File: config.mk
export PLATFORM = sky130hd
export DESIGN_NAME = pipe_stage_reg
export DESIGN_NICKNAME = d
export VERILOG_FILES = /design/src/rtl/pipe_stage_reg.sv
export SDC_FILE = /design/constraint.sdc
export NUM_CORES = 1
export LEC_CHECK = 0
export CAP_MARGIN = 20
export CORE_MARGIN = 2
export CORE_UTILIZATION = 68
export DETAILED_ROUTE_END_ITERATION = 8
export DONT_BUFFER_PORTS = 1
export GPL_TIMING_DRIVEN = 0
export PLACE_DENSITY = 0.84
export SLEW_MARGIN = 40
export SYNTH_ARGS = -nofsm -noshare
export SYNTH_HDL_FRONTEND = slang
export SYNTH_SLANG_ARGS = --single-unit
export TNS_END_PERCENT = 5
File: constraint.sdc
create_clock -name clkIn -period 3.25 [get_ports clkIn]
set_input_delay 0.975 -clock clkIn [delete_from_list [all_inputs] [get_ports clkIn]]
set_output_delay 0.975 -clock clkIn [all_outputs]
set_load 0.01 [all_outputs]
File: src/rtl/pipe_stage_reg.sv
// pipe_stage_reg: two-entry elastic pipeline register (main slot + skid slot).
// Defining PIPE_STALL_CNT_EN adds the saturating stall_cnt output.
module pipe_stage_reg #(
    parameter int DATA_W = 133,
    parameter int CTRL_W = 12
) (
    input  logic              clkIn,
    input  logic              resetn,
    input  logic              flush,
    input  logic              in_valid,
    output logic              in_ready,
    input  logic [DATA_W-1:0] in_data,
    input  logic [CTRL_W-1:0] in_ctrl,
    output logic              out_valid,
    input  logic              out_ready,
    output logic [DATA_W-1:0] out_data,
    output logic [CTRL_W-1:0] out_ctrl
`ifdef PIPE_STALL_CNT_EN
    ,
    output logic [15:0]       stall_cnt
`endif
);

    typedef enum logic [1:0] {
        ST_EMPTY = 2'b00,
        ST_ONE   = 2'b01,
        ST_BAD   = 2'b10,
        ST_TWO   = 2'b11
    } state_t;

    logic              main_valid_r;
    logic              skid_valid_r;
    logic [DATA_W-1:0] main_data_r;
    logic [CTRL_W-1:0] main_ctrl_r;
    logic [DATA_W-1:0] skid_data_r;
    logic [CTRL_W-1:0] skid_ctrl_r;

    state_t            state_s;
    logic              in_xfer_s;
    logic              out_xfer_s;
    logic              main_valid_nx_s;
    logic              skid_valid_nx_s;
    logic              main_load_s;
    logic              main_from_skid_s;
    logic              skid_load_s;

    assign in_xfer_s  = in_valid & ~skid_valid_r;
    assign out_xfer_s = main_valid_r & out_ready;

    // Decode the two valid bits into the occupancy state.
    always_comb begin
        state_s = ST_EMPTY;
        case ({skid_valid_r, main_valid_r})
            2'b00:   state_s = ST_EMPTY;
            2'b01:   state_s = ST_ONE;
            2'b11:   state_s = ST_TWO;
            default: state_s = ST_BAD;
        endcase
    end

    // Next occupancy and slot write enables; flush overrides everything.
    always_comb begin
        main_valid_nx_s  = main_valid_r;
        skid_valid_nx_s  = skid_valid_r;
        main_load_s      = 1'b0;
        main_from_skid_s = 1'b0;
        skid_load_s      = 1'b0;
        if (flush) begin
            main_valid_nx_s = 1'b0;
            skid_valid_nx_s = 1'b0;
        end else begin
            case (state_s)
                ST_EMPTY: begin
                    if (in_xfer_s) begin
                        main_valid_nx_s = 1'b1;
                        main_load_s     = 1'b1;
                    end else begin
                        main_valid_nx_s = 1'b0;
                    end
                end
                ST_ONE: begin
                    if (in_xfer_s && out_xfer_s) begin
                        main_load_s = 1'b1;
                    end else if (in_xfer_s) begin
                        skid_valid_nx_s = 1'b1;
                        skid_load_s     = 1'b1;
                    end else if (out_xfer_s) begin
                        main_valid_nx_s = 1'b0;
                    end else begin
                        main_valid_nx_s = 1'b1;
                    end
                end
                ST_TWO: begin
                    if (out_xfer_s) begin
                        skid_valid_nx_s  = 1'b0;
                        main_from_skid_s = 1'b1;
                    end else begin
                        skid_valid_nx_s = 1'b1;
                    end
                end
                default: begin
                    main_valid_nx_s = 1'b0;
                    skid_valid_nx_s = 1'b0;
                end
            endcase
        end
    end

    // Valid bits and slot payloads; payloads only change on their slot's write.
    always_ff @(posedge clkIn) begin
        if (!resetn) begin
            main_valid_r <= 1'b0;
            skid_valid_r <= 1'b0;
            main_data_r  <= {DATA_W{1'b0}};
            main_ctrl_r  <= {CTRL_W{1'b0}};
            skid_data_r  <= {DATA_W{1'b0}};
            skid_ctrl_r  <= {CTRL_W{1'b0}};
        end else begin
            main_valid_r <= main_valid_nx_s;
            skid_valid_r <= skid_valid_nx_s;
            if (main_load_s) begin
                main_data_r <= in_data;
                main_ctrl_r <= in_ctrl;
            end else if (main_from_skid_s) begin
                main_data_r <= skid_data_r;
                main_ctrl_r <= skid_ctrl_r;
            end
            if (skid_load_s) begin
                skid_data_r <= in_data;
                skid_ctrl_r <= in_ctrl;
            end
        end
    end

    assign in_ready  = ~skid_valid_r;
    assign out_valid = main_valid_r;
    assign out_data  = main_data_r;
    // Bubbles must never present live control bits downstream.
    assign out_ctrl  = main_ctrl_r & {CTRL_W{main_valid_r}};

`ifdef PIPE_STALL_CNT_EN
    logic [15:0] stall_cnt_r;

    // Saturating count of cycles where a live beat is held back.
    always_ff @(posedge clkIn) begin
        if (!resetn) begin
            stall_cnt_r <= 16'd0;
        end else if (main_valid_r && !out_ready && (stall_cnt_r != 16'hFFFF)) begin
            stall_cnt_r <= stall_cnt_r + 16'd1;
        end
    end

    assign stall_cnt = stall_cnt_r;
`endif

endmodule

# ---- After elaboration in Yosys (flattened, before gate mapping)
# Cells that the tools add are included.
# Widths: inputs -> output; s select.
dict set report classes {
  n_shift 0
  n_lt_le_gt_ge 0
  eq_ne 7
  n_addsub 0
  n_div 0
  n_bitwise 7
  multipliers 0
  reduce_logical 7
  mux 22
}
# op n
set ops {}
lappend ops {{$mux 133} 2}
lappend ops {{$mux 12} 2}
lappend ops {{$mux 1} 14}
lappend ops {{$and 12x12->12} 1}
lappend ops {{$ne 2x2->1 const B} 3}
lappend ops {{$pmux 1 s3} 2}
lappend ops {{$pmux 2 s3} 1}
lappend ops {{$reduce_and 3->1} 2}
lappend ops {{$eq 2x1->1 const B} 2}
lappend ops {{$eq 2x2->1 const B} 2}
lappend ops {{$logic_not 2->1} 2}
lappend ops {{$not 1->1} 4}
lappend ops {{$and 1x1->1} 2}
lappend ops {{$pmux 1 s2} 1}
lappend ops {{$reduce_bool 2->1} 1}
lappend ops {{$reduce_or 2->1} 1}
lappend ops {{$logic_and 1x1->1} 1}
dict set report totals {
  mem_count 0
  latchBits 0
  mem_bits_ro 0
  ff_bits 292
  word_cells 49
  ram_bits 0
  out_inout_bits 147
}

# ---- Longest topological paths before layout
dict set report logic_depth {
  word_depth 7
  mapped_depth 6
}

# ---- Worst setup path after synthesis
# Ideal clock, no wire load.
dict set report synth_timing {
  path_kind {input -> register}
  from {in flush}
  to {reg main_data_r[48], in the netlist out_data[48]}
  setup_slack_ns 1.136
  n_path_buf 3
  required_time_ns 3.113
  arrival_ns 1.977
  cell_stages 6
  path_cell_list {or3b_1 buf_6 buf_6 buf_6 o31ai_2 a31oi_1}
}
dict set report synth_between {
  elab_chain_cells 2
}
# item line
set synth_rtl {}
lappend synth_rtl {{from (decl)} 9} ;# input logic flush,
lappend synth_rtl {{$mux 1} 68} ;# if (flush) begin
lappend synth_rtl {{$mux 133 / $reduce_bool 2->1 (equally long branches)} -}
lappend synth_rtl {{to (signal assigned)} 114} ;# main_data_r <= {DATA_W{1'b0}};
lappend synth_rtl {{to (signal assigned)} 122} ;# main_data_r <= in_data;
lappend synth_rtl {{to (signal assigned)} 125} ;# main_data_r <= skid_data_r;
lappend synth_rtl {{to (decl)} 33} ;# logic [DATA_W-1:0] main_data_r;
# Parallel ways exist; a longest one is shown, timed or not.
# A chain may end at the register's enable or synchronous reset.

# ---- Worst setup path in the final report
dict set report layout_timing {
  from {reg main_valid_r, in the netlist out_valid}
  to {out out_ctrl[5]}
}
dict set report layout_between {
  elab_chain_cells 1
}
# item line
set layout_rtl {}
lappend layout_rtl {{from (decl)} 31} ;# logic main_valid_r;
lappend layout_rtl {{from (signal assigned)} 119} ;# main_valid_r <= main_valid_nx_s;
lappend layout_rtl {{$and 12x12->12} 139} ;# assign out_ctrl = main_ctrl_r & {CTRL_W{main_valid_r}};
lappend layout_rtl {{to (decl)} 17} ;# output logic [CTRL_W-1:0] out_ctrl
# No other way between the ends.

==> flow_summary.json <==
{
  "cts_resized": 0,
  "core_area_um2": 18710,
  "cts_hold_buf": 0,
  "area_growth_pct": 9.791,
  "crit_arrival_ns": 1.74,
  "synth_xor_area_frac": 0,
  "pin_count": 297,
  "ys_seq_elements": 292,
  "syn-cell-area_um2": 12960,
  "design_area_um2": 14230,
  "numCtsBuffers": 30,
  "h-tree-depth": 1,
  "hold_violations": 0,
  "cp_data_required_time_ns": 2.27,
  "p_sw_frac": 0.2518,
  "place_area_um2": 13250,
  "synthSimpleGateAreaFrac": 0.1518,
  "viasPerCell": 6.694,
  "clock_latency_ns": 0.55,
  "p_leak_nw": 4.667,
  "netlist-cell-type-count": 26,
  "cp-start-kind": "flip-flop",
  "insertedDiodeCount": 0,
  "cts_tree": "done",
  "clock_path_buffers": 3,
  "netSwitchingPower_mw": 1.979,
  "worst-setup-path-type": "flip-flop to output port",
  "grt_pass1_vias": 11450,
  "dieArea_um2": 20180,
  "worst_clock_skew_ns": 0.01082,
  "post_cts_buffers": 0,
  "wl_mm": 38.01,
  "grt_antenna_before_repair": 0,
  "grt_pass1_wl_mm": 59.24,
  "p_int_mw": 5.878,
  "synth.avg_cell_area_um2": 8.581,
  "dr_total_vias": 12050,
  "tightest_slew_ns": 0.7972,
  "synthMuxAreaShare": 0,
  "synth_top_family_by_area": "compound AO/OA/AOI/OAI gates",
  "placementRows": 50,
  "cts_sinks": 292,
  "grtUsageTotal": 0.3607,
  "yosysWarningCount": 0,
  "finalMaxSlewViolations": 0,
  "regArea_um2": 5846,
  "syn_inst": 1510,
  "synth_fa_ha_area_frac": 0,
  "first_iter_violations": 1019,
  "cp-end-kind": "output port",
  "status": "completed",
  "vdd_ir_drop_max_mv": 0.4651,
  "grt-ovfl-total": 0,
  "ys_seq_area_frac": 0.4511,
  "grt_max_degree": 15,
  "seq_power_share": 0.493,
  "fillCellCount": 1332,
  "rrSetupSlack_ns": 0.93,
  "period_share": 0.8358,
  "setup_violations": 0,
  "synth-compound-area-share": 0.3334,
  "cp_max_fo": 10,
  "layout-drive-gt1-share": 0.1367,
  "combPwrFrac": 0.077,
  "start_util": 0.6927,
  "pwr-share-clk": 0.430,
  "postRouteAntennaNets": 0,
  "final.setup.tns_ns": 0,
  "drv_cap": 0,
  "min_path_type": "flip-flop to flip-flop",
  "multiInputGateArea_um2": 6287,
  "cellPowerDensity_nw_per_um2": 552.2,
  "fin_nets": 1692,
  "fp.dieW_um": 142.0,
  "slew_headroom": 0.4686,
  "cts.reportedPaths.clkPinSlew_ns": 0.06,
  "drc": 0,
  "period_minus_slack_ns": 2.716,
  "chipHeight_um": 142.0,
  "cts-root-buf": "clkbuf_16",
  "gp_congestion": 0.8491,
  "maxClockFrequency_mhz": 368.2,
  "drt_first_pass_iters": 8,
  "rsz0062_at_grt": "false",
  "io_buffers": 0,
  "synth_nets": 1660,
  "dp_hpwl_mm": 26.10,
  "wire_per_inst_um": 21.12
}
[registers in the layout (all words and copies together), names as in the netlist]
name,count
out_valid,1
skid_ctrl_r,12
skid_valid_r,1
main_ctrl_r,12
skid_data_r,133
out_data,133
[layout by cell type, fill, tap and decap left out, types with 2 or more instances in the layout]
| cell | instances |
|---|---|
| buf_4 | 2 |
| inv_1 | 2 |
| o21ai_0 | 68 |
| nand2_1 | 291 |
| clkbuf_1 | 110 |
| o31ai_2 | 100 |
| clkbuf_16 | 31 |
| nand2b_1 | 2 |
| clkbuf_8 | 5 |
| o31ai_1 | 45 |
| a31oi_1 | 145 |
| and2_1 | 12 |
| a21boi_1 | 145 |
| o21ai_1 | 78 |
| dfxtp_1 | 292 |
| buf_1 | 10 |
| clkinv_2 | 11 |
| buf_2 | 47 |
| buf_6 | 12 |
| nand3_1 | 145 |
[cell families after synthesis]
family	count (synthesis)
AO/OA/AOI/OAI	582
buffers and inverters	178
flip-flops	292
AND/OR/NAND/NOR	458
[layer usage]
metal	GRT usage	routed length, um	vias up
met5	0	0	-
met4	0.1642	1787	0
met3	0.1040	4353	127
met2	0.5878	17500	705
met1	0.4437	14370	5689
li1	-	-	5529
[critical path, cell delays in order, from the launching register on]
cell and delay, ns:
dfxtp_1 0.58, clkbuf_1 0.35, and2_1 0.26
[stage by stage]
step	instances	total power, mW	util	hold WS, ns	setup slack [ns]
after floorplan	1510	4.373	-	0.4436	1.136
after global placement	1744	4.521	0.7084	0.4504	0.5857
after detailed placement	1744	4.539	0.7084	0.4615	0.5686
after CTS	1800	7.865	0.7605	0.4636	0.5531
after global routing	1800	8.093	0.7605	0.4839	0.4963
final	1800	7.856	0.7605	0.4655	0.5337
[final cells by class]
class	instances	area share
tap	234	0.02058
clock buffer	41	0.06069
inverter	2	0.0005277
sequential	292	0.4109
clock inverter	15	0.007916
multi-input combinational	1040	0.4420
buffer	176	0.05743
[final timing paths]
kind	startpoint	to	cells past startpoint
hold reg to reg	skid_data_r[121]$_SDFFE_PN0P_	out_data[121]$_SDFFE_PN0P_	2
setup reg to reg	out_valid$_SDFFE_PP0P_	out_data[83]$_SDFFE_PN0P_	6
setup / recovery	out_valid$_SDFFE_PP0P_	out_ctrl[5]	2
hold / removal	skid_data_r[121]$_SDFFE_PN0P_	out_data[121]$_SDFFE_PN0P_	2
[synth_stat cells (all sizes together)]
cell,instances,share of area
nor3b,1,0.00097
nor2b,1,0.00048
nand2,292,0.085
clkbuf,105,0.030
o31ai,145,0.12
o21ai,146,0.056
or3b,1,0.00068
dfxtp,292,0.45
buf,71,0.033
nand2b,2,0.00097
nor3,1,0.00039
inv,2,0.00058
a31oi,145,0.070
and4b,1,0.00077
nand3,145,0.056
a21oi,1,0.00039
nor2,1,0.00029
and2,12,0.0058
a21boi,145,0.084
nand4b,1,0.00068
[power by group through the flow]
stage	Clock (mW)	Combinational, mW	Sequential [mW]
6_report	3.38	0.605	3.88
5_1_grt	3.55	0.661	3.89
4_1_cts	3.40	0.595	3.87
3_5_place_dp	0	0.587	3.95
3_3_place_gp	0	0.573	3.95
2_1_floorplan	0	0.461	3.91
No activity file was read; power rests on OpenSTA's default activity.
